[src/rtl/instruction_encoder.sv]
// Packs R/I/J instruction fields into 32-bit words and streams them into instruction memory.
// Each accepted field set goes IDLE -> ENCODE -> WRITE, so the write strobe comes two cycles after acceptance.
module instruction_encoder #(
  parameter int          MEM_DEPTH = 64,
  parameter logic [31:0] BASE_ADDR = 32'h0040_0000
) (
  input  logic        clk,
  input  logic        reset,
  input  logic        start,
  input  logic        in_valid,
  output logic        in_ready,
  input  logic [1:0]  fmt,
  input  logic [5:0]  opcode,
  input  logic [4:0]  rs,
  input  logic [4:0]  rt,
  input  logic [4:0]  rd,
  input  logic [4:0]  shamt,
  input  logic [5:0]  funct,
  input  logic [15:0] immediate_data,
  input  logic [25:0] jump_target,
  output logic        mem_wr_en,
  output logic [31:0] mem_addr,
  output logic [31:0] mem_wdata,
  output logic [8:0]  instr_count,
  output logic        full,
  output logic        err_fmt
);

  localparam logic [8:0] DEPTH_COUNT = 9'(MEM_DEPTH);
  localparam logic [1:0] FMT_R       = 2'b00;
  localparam logic [1:0] FMT_I       = 2'b01;
  localparam logic [1:0] FMT_J       = 2'b10;
  localparam logic [1:0] FMT_ILLEGAL = 2'b11;

  typedef enum logic [1:0] {
    IDLE,
    ENCODE,
    WRITE,
    FULL
  } state_t;

  state_t      r_state;
  state_t      w_nextState;

  logic [1:0]  r_fmt;
  logic [5:0]  r_opcode;
  logic [4:0]  r_rs;
  logic [4:0]  r_rt;
  logic [4:0]  r_rd;
  logic [4:0]  r_shamt;
  logic [5:0]  r_funct;
  logic [15:0] r_imm;
  logic [25:0] r_target;

  logic [31:0] r_wdata;
  logic [31:0] r_addr;
  logic [8:0]  r_count;

  logic        w_accept;
  logic        w_legal;
  logic        w_latchWord;
  logic [8:0]  w_countInc;
  logic [31:0] w_encoded;
  logic [31:0] w_slotAddr;

  assign in_ready    = (r_state == IDLE) && !start;
  assign w_accept    = in_valid && in_ready;
  assign w_legal     = (r_fmt != FMT_ILLEGAL);
  assign w_latchWord = (r_state == ENCODE) && w_legal && !start;
  assign w_countInc  = r_count + 9'd1;
  assign w_slotAddr  = BASE_ADDR + {21'd0, r_count, 2'b00};

  // Start is a synchronous abort: it suppresses every strobe in the cycle it is seen.
  assign mem_wr_en   = (r_state == WRITE) && !start;
  assign err_fmt     = (r_state == ENCODE) && !w_legal && !start;
  assign full        = (r_state == FULL);
  assign mem_wdata   = r_wdata;
  assign mem_addr    = r_addr;
  assign instr_count = r_count;

  always_comb begin
    w_encoded = 32'd0;
    case (r_fmt)
      FMT_R:   w_encoded = {r_opcode, r_rs, r_rt, r_rd, r_shamt, r_funct};
      FMT_I:   w_encoded = {r_opcode, r_rs, r_rt, r_imm};
      FMT_J:   w_encoded = {r_opcode, r_target};
      default: w_encoded = 32'd0;
    endcase
  end

  always_comb begin
    w_nextState = r_state;
    case (r_state)
      IDLE:    if (w_accept) w_nextState = ENCODE;
      ENCODE:  w_nextState = w_legal ? WRITE : IDLE;
      WRITE:   w_nextState = (w_countInc == DEPTH_COUNT) ? FULL : IDLE;
      FULL:    w_nextState = FULL;
      default: w_nextState = IDLE;
    endcase
    if (start) w_nextState = IDLE;
  end

  always_ff @(posedge clk or posedge reset) begin
    if (reset) r_state <= IDLE;
    else       r_state <= w_nextState;
  end

  always_ff @(posedge clk or posedge reset) begin
    if (reset) begin
      r_fmt    <= 2'b00;
      r_opcode <= 6'd0;
      r_rs     <= 5'd0;
      r_rt     <= 5'd0;
      r_rd     <= 5'd0;
      r_shamt  <= 5'd0;
      r_funct  <= 6'd0;
      r_imm    <= 16'd0;
      r_target <= 26'd0;
    end else if (w_accept) begin
      r_fmt    <= fmt;
      r_opcode <= opcode;
      r_rs     <= rs;
      r_rt     <= rt;
      r_rd     <= rd;
      r_shamt  <= shamt;
      r_funct  <= funct;
      r_imm    <= immediate_data;
      r_target <= jump_target;
    end
  end

  // Word and address are captured together so both stay frozen after the write.
  always_ff @(posedge clk or posedge reset) begin
    if (reset) begin
      r_wdata <= 32'd0;
      r_addr  <= BASE_ADDR;
    end else if (w_latchWord) begin
      r_wdata <= w_encoded;
      r_addr  <= w_slotAddr;
    end
  end

  always_ff @(posedge clk or posedge reset) begin
    if (reset)                   r_count <= 9'd0;
    else if (start)              r_count <= 9'd0;
    else if (r_state == WRITE)   r_count <= w_countInc;
  end

endmodule

[config.mk]
export PLATFORM = sky130hd
export DESIGN_NAME = instruction_encoder
export DESIGN_NICKNAME = d
export VERILOG_FILES = /design/src/rtl/instruction_encoder.sv
export SDC_FILE = /design/constraint.sdc
export NUM_CORES = 1
export LEC_CHECK = 0
export CELL_PAD_IN_SITES_DETAIL_PLACEMENT = 0
export CELL_PAD_IN_SITES_GLOBAL_PLACEMENT = 1
export CORE_MARGIN = 1.5
export CORE_UTILIZATION = 41
export DETAILED_ROUTE_END_ITERATION = 8
export PLACE_DENSITY = 0.95
export SETUP_SLACK_MARGIN = 0.2
export SLEW_MARGIN = 20
export SYNTH_ARGS = -nofsm -noshare
export SYNTH_HDL_FRONTEND = slang
export SYNTH_SLANG_ARGS = --single-unit
[constraint.sdc]
create_clock -name clk -period 7.6 [get_ports clk]
set_input_delay 0.76 -clock clk [delete_from_list [all_inputs] [get_ports clk]]
set_output_delay 0.76 -clock clk [all_outputs]
set_load 0.02 [all_outputs]
==> out/results.ini, run 1 <==
[run_status]
status = finished, final reports clean

[final_layout]
final_area_mm2 = 0.00778
syn2layout_area_growth_pct = 32.4
fillerInstances = 1169
seqCellArea_mm2 = 0.00320
antenna_cells = 0
layout.nets = 681
fin_cells = 792
drive_gt1_frac = 0.216
multi_input_area_mm2 = 0.00231

[setup_path]
worstPathArrival_ns = 2.51
critPathCaptureType = output port
rr_worst_depth = 4
critPathLaunchType = input pin
crit_fanout = 15
worstReg2RegStart = r_state[1]
worstSetupPathType = in -> out
worstPathRequired_ns = 6.84
rr_endpoint = r_shamt[2]
r2r_slack_ns = 5.11

[sta]
maxSlewViolCount = 0
setup_tns_ns = 0
fin_crit_ns = 3.27
worst_pin_slew_ns = 0.859
max_freq_mhz = 306
grt_setup_unrepaired = false
fin_ws_ns = 4.33
relSlewSlack = 0.427
fin_crit_sh = 0.430
hold_viol = 0
clock_skew_ns = 0.00625
setup_viol = 0

[floorplanning]
die_x_um = 123
fp.dieArea_mm2 = 0.0151
rows = 43
initial_utilization = 0.422
die_y_um = 123
design.core.area_mm2 = 0.0139
io_pins = 157

[detailed_routing]
antenna_left = 0
viasPerCell = 4.86
drc_errors = 0
first_pass_iters = 5
wl_um = 13100
avgRoutedWirePerCell_um = 16.5
drt_iter0_drc = 212
vias = 3850

[clock_tree]
cts_setup_buffers = 0
clk-insertion-delay-late_ns = 0.41
cts_buffers = 17
path_clk_slew_ns = 0.05
clockBufferDepth = 2
cts_resized = 0
cts_root_buf = clkbuf_16
cts.sinks = 128
cts_max_level = 4
cts_tree = yes
cts_hold_buf = 0

[min_path]
worstHoldEndpoint = mem_wdata[5]
worstHoldStart = mem_wdata[5]
min_path_type = reg -> reg
holdPathStages = 2

[yosys]
yosys-top-cells-area = dfrtp_1 54%, mux2_4 11%, mux2_2 9.4%
seq_area_frac_synth = 0.545
yosysTopAreaCellShare = 0.545
syn_area_mm2 = 0.00588
synth_area_per_cell_um2 = 12.4
ys_ff_latch = 128
ys_types = 38
yosys_warnings = 0
yosys.area.top_type = dfrtp_1
synthCells = 473

[power]
power_density_mw_per_mm2 = 316
vdd_ir_drop_max_uv = 202
p_leak_nw = 3.45

[flow_run]
maxCapViolCount = 0

[global_routing]
antenna_found_initial = 0
grt_util_all_layers = 0.187
grt_max_degree = 81
grt_pass1_wl_um = 21200
grt_overflow = 0
first_global_vias = 4155

[placement]
gp_congestion = 0.776
place_hpwl_um = 9030
dp_slack_ns = 4.03
dp.cells = 759
portBuffers = 133
post_dp_cell_area_mm2 = 0.00716

==> report_power, final <==
part           leakage (nW)  internal [W]  switching (W)
clock                 0.285      0.000516       0.000290
sequential             1.58      0.000859      0.0000967
combinational          1.58      0.000372       0.000328
==> flip-flops by register name, summed over array words and instances (netlist names) <==
name	count
r_shamt	5
r_opcode	6
r_rt	5
mem_wdata	32
instr_count	9
r_fmt	2
r_target	26
r_funct	6
r_rd	5
r_rs	5
mem_addr	9
r_state	2
r_imm	16
==> stage by stage <==
stage               total power, W  hold slack, ns  utilization
global route               0.00259           0.501        0.558
detailed placement         0.00167           0.469        0.514
finish                     0.00246           0.477        0.558
floorplan                  0.00138           0.473            -
CTS                        0.00249           0.482        0.556
global placement           0.00164           0.464        0.514
==> critical path, cell delays in order <==
cell             delay, ns
clkdlybuf4s50_1       0.70
nor4_1                0.37
clkdlybuf4s50_1       0.67
==> Yosys cell counts <==
cell / count
dfrtp_1: 128
mux2_2: 49
nand2_1: 44
mux2_4: 42
o21ai_0: 29
buf_4: 27
nor2_1: 25
a21oi_1: 23
mux2i_1: 16
inv_1: 12
buf_2: 11
o22ai_1: 9
xor2_1: 6
nand3_1: 5
buf_12: 4
clkbuf_1: 4
xnor2_1: 4
and2_1: 3
buf_1: 3
buf_6: 3
nor2b_1: 3
nor3_1: 3
conb_1: 2
ha_1: 2
nand4_1: 2
or3_1: 2
a211oi_1: 1
a311oi_1: 1
a41o_1: 1
and2b_1: 1
and3_1: 1
and3_4: 1
clkbuf_2: 1
nand2b_1: 1
nor2_2: 1
nor4_1: 1
o2111ai_1: 1
o211ai_1: 1
==> cells by family (layout without fill, tap and decap cells) <==
group,after synthesis,after routing,share of synthesized area
AND/OR/NAND/NOR,93,93,0.0690
buffers and inverters,65,183,0.0762
multiplexers,107,107,0.228
adder cells (fa/ha/maj),2,2,0.00426
AO/OA/AOI/OAI,66,66,0.0611
flip-flops,128,128,0.545
XOR/XNOR,10,10,0.0149
other,2,23,0.00128
==> placed cells by master, fill, tap and decap left out, drive strengths merged, types with 4 or more instances in the layout <==
cell type      netlist  routed
a21oi               23      23
clkbuf               5      23
nand2               44      44
clkdlybuf4s50        0     133
o21ai               29      29
nor2                26      26
nand3                5       5
inv                 12      12
dfrtp              128     128
buf                 48       6
xnor2                4       4
conb                 2      23
xor2                 6       6
mux2i               16      16
clkinv               0       4
o22ai                9       9
mux2                91      91
==> worst max path at each step <==
stage,start,slack (ns),endpoint
floorplan,reset,3.43,instr_count[0]
detailed placement,start,4.03,r_shamt[2]
global route,start,4.28,err_fmt
global placement,start,4.13,r_shamt[2]
CTS,start,4.34,err_fmt
finish,start,4.33,err_fmt
==> routing by layer <==
metal | wire, um | GRT usage
met5 | 0 | 0
met1 | 5580 | 0.229
met4 | 238 | 0.0814
met2 | 6620 | 0.308
met3 | 632 | 0.0539
==> layout make-up <==
type                    count  area share
clock buffers              23      0.0627
clock inverters             9      0.0137
inverters                  12     0.00611
multi-input cells         301       0.297
flip-flops and latches    128       0.412
well taps                 180      0.0289
repair buffers            139       0.179
No activity file was read; power rests on OpenSTA's default activity.
==> run 2: changes to the inputs <==
--- a/config.mk
+++ b/config.mk
@@ -8,9 +8,9 @@
 export CELL_PAD_IN_SITES_DETAIL_PLACEMENT = 0
 export CELL_PAD_IN_SITES_GLOBAL_PLACEMENT = 1
 export CORE_MARGIN = 1.5
-export CORE_UTILIZATION = 41
+export CORE_UTILIZATION = 38
 export DETAILED_ROUTE_END_ITERATION = 8
-export PLACE_DENSITY = 0.95
+export PLACE_DENSITY = 0.91
 export SETUP_SLACK_MARGIN = 0.2
 export SLEW_MARGIN = 20
 export SYNTH_ARGS = -nofsm -noshare
==> constraint.sdc (replaced) <==
create_clock -name clk -period 3.1 [get_ports clk]
set_input_delay 0.31 -clock clk [delete_from_list [all_inputs] [get_ports clk]]
set_output_delay 0.31 -clock clk [all_outputs]
set_load 0.02 [all_outputs]
==> run 2 against run 1 <==
  * Critical path depth stayed put
  * Core utilization is 3.5 points lower
  * Clock skew is 0.0012 ns higher
  * Clock power grew to 2.9 times the previous value
  * Clock-buffer cell count is 5 lower
  * Sequential cell count stayed put
  * Non-clock buffer count is 1 higher
==> out/results.ini, run 2 (synthesized netlist as in run 1, its figures left out) <==
[floorplanning]
die_x_um = 127  ; +3.8%
die_y_um = 127  ; +3.8%
fp.dieArea_mm2 = 0.0162  ; +7.7%
rows = 45  ; +4.7%
io_pins = 157  ; unchanged
initial_utilization = 0.388  ; -0.0337
design.core.area_mm2 = 0.0151  ; +8.7%

[setup_path]
worstPathRequired_ns = 2.79  ; -4.05 ns
worstPathArrival_ns = 2.02  ; -0.49 ns
slowest_delay_ns = 0.69  ; about the same
critPathLaunchType = input pin
cp_slowest_cell = clkdlybuf4s50_1
critPathCaptureType = output port
crit_fanout = 15  ; unchanged
path_delay_family = buffers and inverters
crit_top_cell = clkdlybuf4s50_1
path_buf_inv = 2  ; unchanged
worstSetupPathType = in -> out
path_cells = clkdlybuf4s50_1 -> nor4_1 -> clkdlybuf4s50_1

[sta]
worst_pin_slew_ns = 0.722  ; -0.137 ns
setup_tns_ns = 0  ; unchanged
fin_ws_ns = 0.766  ; -3.56 ns
relSlewSlack = 0.518  ; +0.0905
max_freq_mhz = 428
clock_skew_ns = 0.00745  ; +0.00120 ns
grt_setup_unrepaired = false
fin_crit_ns = 2.33
fin_crit_sh = 0.753
maxSlewViolCount = 0  ; unchanged
setup_viol = 0  ; unchanged
hold_viol = 0  ; unchanged

[final_layout]
layout.nets = 682  ; +0.15%
largest_reg_flops = 32  ; unchanged
final_core_utilization = 0.523  ; -0.0353
antenna_cells = 0  ; unchanged
multi_input_area_mm2 = 0.00231  ; -0.11%
fillerInstances = 1261  ; +7.9%
syn2layout_area_growth_pct = 34.8
layout_common_cells = 133 x clkdlybuf4s50_1, 128 x dfrtp_1, 49 x mux2_2
final_common_cell = clkdlybuf4s50_1
seqCellArea_mm2 = 0.00320  ; unchanged
final_area_mm2 = 0.00792  ; +1.8%
drive_gt1_frac = 0.217  ; +0.00128

[detailed_routing]
vias = 3870  ; +0.52%
wl_um = 13100  ; +0.19%
first_pass_iters = 4  ; -1
antenna_left = 0  ; unchanged
drc_errors = 0  ; unchanged
viasPerCell = 4.83  ; -0.61%
avgRoutedWirePerCell_um = 16.3  ; -0.93%
drt_iter0_drc = 176  ; -17%

[global_routing]
gr-usage-met2 = 0.279  ; -0.0291
grt_util_all_layers = 0.170  ; -0.0175
antenna_found_initial = 0  ; unchanged
grt_overflow = 0  ; unchanged
grt.met1_usage = 0.214  ; -0.0144
busiest_layer = met2
met3_usage = 0.0436  ; -0.0104
grt_max_degree = 129  ; +59%
grt_pass1_wl_um = 21200  ; +0.29%
first_global_vias = 4053  ; -2.5%

[clock_tree]
cts_buffers = 17  ; unchanged
clk-insertion-delay-late_ns = 0.41  ; about the same
cts_root_buf = clkbuf_16
cts_resized = 0  ; unchanged
clockBufferDepth = 2  ; unchanged
path_clk_slew_ns = 0.06  ; about the same
cts_hold_buf = 0  ; unchanged
cts_max_level = 4  ; unchanged
cts_setup_buffers = 0  ; unchanged
cts.sinks = 128  ; unchanged
cts_tree = yes

[flow_run]
maxCapViolCount = 0  ; unchanged

[min_path]
min_path_type = in -> async

[power]
p_leak_nw = 3.50  ; +1.5%
vdd_ir_drop_max_uv = 426  ; +110%
power_density_mw_per_mm2 = 808  ; +160%

[placement]
gp_congestion = 0.772  ; -0.50%
post_dp_cell_area_mm2 = 0.00723  ; +1.1%
dp_slack_ns = 0.539  ; -3.49 ns
portBuffers = 133  ; unchanged
place_hpwl_um = 8840  ; -2.1%

[run_status]
status = finished, final reports clean

==> run 2: cell count changes in the layout (fill, tap and decap cells not counted), sizes merged <==
| cell | change |
|---|---|
| clkinvlp | +1 |
| clkinv | -2 |
| clkbuf | -5 |
| inv | +1 |
| buf | +1 |
| bufinv | +5 |
==> run 2: path summary, 6_finish.rpt <==
path,startpoint,end,slack [ns],cells after the start
worst max-delay path,start,err_fmt,0.77,3
worst min-delay path,reset,mem_addr[6],0.45,3
worst max register to register,r_state[1],r_opcode[4],1.18,4
worst min register to register,mem_wdata[4],mem_wdata[4],0.48,2
max in group asynchronous,reset,mem_wdata[28],2.13,3
min in group clk,rt[4],r_rt[4],0.47,3
==> run 2: per-layer routing <==
| metal | vias up | routed length, um |
|---|---|---|
| met5 | - | 0 |
| met3 | 15 | 625 |
| met4 | 0 | 254 |
| met2 | 114 | 6330 |
| li1 | 1825 | - |
| met1 | 1916 | 5890 |
==> run 2: cell type report <==
cell class                      count  share of cell area
Clock buffer                       18              0.0542
Clock inverter                     14              0.0329
Inverter                           12             0.00616
Multi-Input combinational cell    301               0.292
Sequential cell                   128               0.404
Tap cell                          188              0.0297
Timing Repair Buffer              140               0.181
==> run 2: worst register-to-register path: stages (launching register included) <==
cell	delay, ns
dfrtp_1	0.46
nor2_2	0.17
and3_4	0.48
buf_12	0.30
mux2_2	0.39
==> run 2: through the flow <==
stage               hold slack (ns)  total power (W)  cells
finish                        0.446          0.00640    801
CTS                           0.449          0.00647    801
global route                  0.465          0.00672    801
detailed placement            0.473          0.00410    769
global placement              0.459          0.00404    769
floorplan                     0.383          0.00339    494
==> run 2: power breakdown <==
| part | internal (W) | leakage, nW | total (W) | switching [W] |
|---|---|---|---|---|
| clock | 0.00159 | 0.327 | 0.00233 | 0.000742 |
| sequential | 0.00210 | 1.58 | 0.00235 | 0.000241 |
| combinational | 0.000919 | 1.59 | 0.00172 | 0.000804 |
==> run 3: changes to the inputs <==
==> constraint.sdc (replaced) <==
create_clock -name clk -period 2.45 [get_ports clk]
set_input_delay 0.245 -clock clk [delete_from_list [all_inputs] [get_ports clk]]
set_output_delay 0.245 -clock clk [all_outputs]
set_load 0.02 [all_outputs]
==> run 3 against run 2 <==
  * Worst setup slack got worse by 0.42 ns
  * Clock skew increased by 0.0024 ns
  * Clock-buffer cell count increased by 5
  * Wire length increased by 0.95%
  * Non-clock buffer count increased by 5
  * Total power increased by 17%
  * Sequential share of layout area increased by 0.41 points
  * Via count increased by 1.7%
  * Largest cell class unchanged
  * Largest power group unchanged
==> out/results.ini, run 3 (synthesized netlist as in run 1, its figures left out) <==
[clock_tree]
cts_buffers = 17  ; unchanged
clk-insertion-delay-late_ns = 0.41  ; about the same
path_clk_slew_ns = 0.06  ; about the same
cts.sinks = 128  ; unchanged
clockBufferDepth = 2  ; unchanged
cts_max_level = 4  ; unchanged
cts_resized = 0  ; unchanged
cts_root_buf = clkbuf_16
cts_tree = yes
cts_setup_buffers = 0  ; unchanged
cts_hold_buf = 0  ; unchanged

[setup_path]
worstReg2RegStart = instr_count[0]
critPathLaunchType = register
crit_start = r_state[0]
path_buf_inv = 1  ; -1
rr_worst_depth = 6  ; +2
r2r_slack_ns = 0.63  ; -0.55 ns
cp_slowest_cell = clkdlybuf4s50_1
critPathCaptureType = output port
rr_endpoint = r_state[0]
path_delay_family = buffers and inverters
worstSetupPathType = reg -> out
path_cells = nand2b_2 -> nor2_1 -> clkdlybuf4s50_1
worstPathArrival_ns = 1.86  ; -0.16 ns
slowest_delay_ns = 0.61  ; -0.08 ns
crit_fanout = 8  ; -7
worstPathRequired_ns = 2.20  ; -0.59 ns

[global_routing]
antenna_found_initial = 0  ; unchanged
first_global_vias = 4206  ; +3.8%
grt_pass1_wl_um = 21600  ; +1.6%
grt_max_degree = 59  ; -54%
grt_util_all_layers = 0.172  ; +0.00292
grt_overflow = 0  ; unchanged

[floorplanning]
initial_utilization = 0.388  ; unchanged
rows = 45  ; unchanged
fp.dieArea_mm2 = 0.0162  ; unchanged
io_pins = 157  ; unchanged
die_x_um = 127  ; unchanged
design.core.area_mm2 = 0.0151  ; unchanged
die_y_um = 127  ; unchanged

[final_layout]
layout.nets = 687  ; +0.73%
largest_reg_flops = 32  ; unchanged
final_common_cell = clkdlybuf4s50_1
final_core_utilization = 0.518  ; -0.00529
final_area_mm2 = 0.00784  ; -1.0%
syn2layout_area_growth_pct = 33.4
layout_common_cells = 132 x clkdlybuf4s50_1, 128 x dfrtp_1, 49 x mux2_2
drive_gt1_frac = 0.220  ; +0.00290
antenna_cells = 0  ; unchanged
fin_cells = 802  ; +0.12%

[detailed_routing]
viasPerCell = 4.91  ; +1.6%
drt_iter0_drc = 241  ; +37%
first_pass_iters = 4  ; unchanged
drc_errors = 0  ; unchanged
vias = 3935  ; +1.7%
antenna_left = 0  ; unchanged
wl_um = 13200  ; +0.95%
avgRoutedWirePerCell_um = 16.5  ; +0.82%

[sta]
grt_setup_unrepaired = false
setup_viol = 0  ; unchanged
clock_skew_ns = 0.00987  ; +0.00242 ns
hold_viol = 0  ; unchanged
setup_tns_ns = 0  ; unchanged
whs_ns = 0.313  ; -0.133 ns
maxSlewViolCount = 0  ; unchanged
worst_pin_slew_ns = 0.741  ; +0.0187 ns
relSlewSlack = 0.505  ; -0.0125
fin_crit_ns = 2.11
fin_crit_sh = 0.860
max_freq_mhz = 475

[power]
p_leak_nw = 3.49  ; -0.18%
power_density_mw_per_mm2 = 958  ; +19%
vdd_ir_drop_max_uv = 444  ; +4.2%

[min_path]
min_path_type = in -> async

[run_status]
status = finished, final reports clean

[flow_run]
maxCapViolCount = 0  ; unchanged

[placement]
place_hpwl_um = 9110  ; +3.1%
gp_congestion = 0.826  ; +7.0%
dp.cells = 774  ; +0.65%
post_dp_cell_area_mm2 = 0.00728  ; +0.69%
portBuffers = 133  ; unchanged

## run 3: changes by cell type in the layout (fill, tap and decap cells not counted), sizes merged
cell and change:
bufinv -6, dlymetal6s2s +1, inv -2, buf +5, clkbuf +5, clkinvlp -2
clkinv +1, clkdlybuf4s50 -1
## run 3: final cells by class
class	count	area (um^2)
flip-flops and latches	128	3200
multi-input cells	301	2310
clock buffers	23	498
clock inverters	5	56.3
fillers	1272	7300
inverters	12	48.8
repair buffers	145	1490
well taps	188	235
## run 3: report_power, final
group	internal (W)	switching, W	total (W)
clock network	0.00150	0.000849	0.00235
registers	0.00266	0.000303	0.00297
logic	0.00117	0.00102	0.00219
## run 3: worst max path at each step
stage | to | slack, ns | depth (start not counted)
global route | mem_wr_en | 0.24 | 3
CTS | err_fmt | 0.20 | 3
detailed placement | err_fmt | 0.45 | 3
floorplan | instr_count[0] | 0.62 | 1
finish | mem_wr_en | 0.34 | 3
global placement | err_fmt | 0.52 | 3
## run 3: per-stage QoR
stage	worst slack (ns)	power (W)
6_report	0.344	0.00751
5_1_grt	0.245	0.00792
4_1_cts	0.203	0.00761
3_5_place_dp	0.448	0.00521
3_3_place_gp	0.523	0.00513
2_1_floorplan	0.624	0.00429
## run 3: layer usage
metal,track usage,wire [um]
met1,0.214,5740
met5,0,0
met4,0.0742,302
met2,0.288,6490
met3,0.0410,687
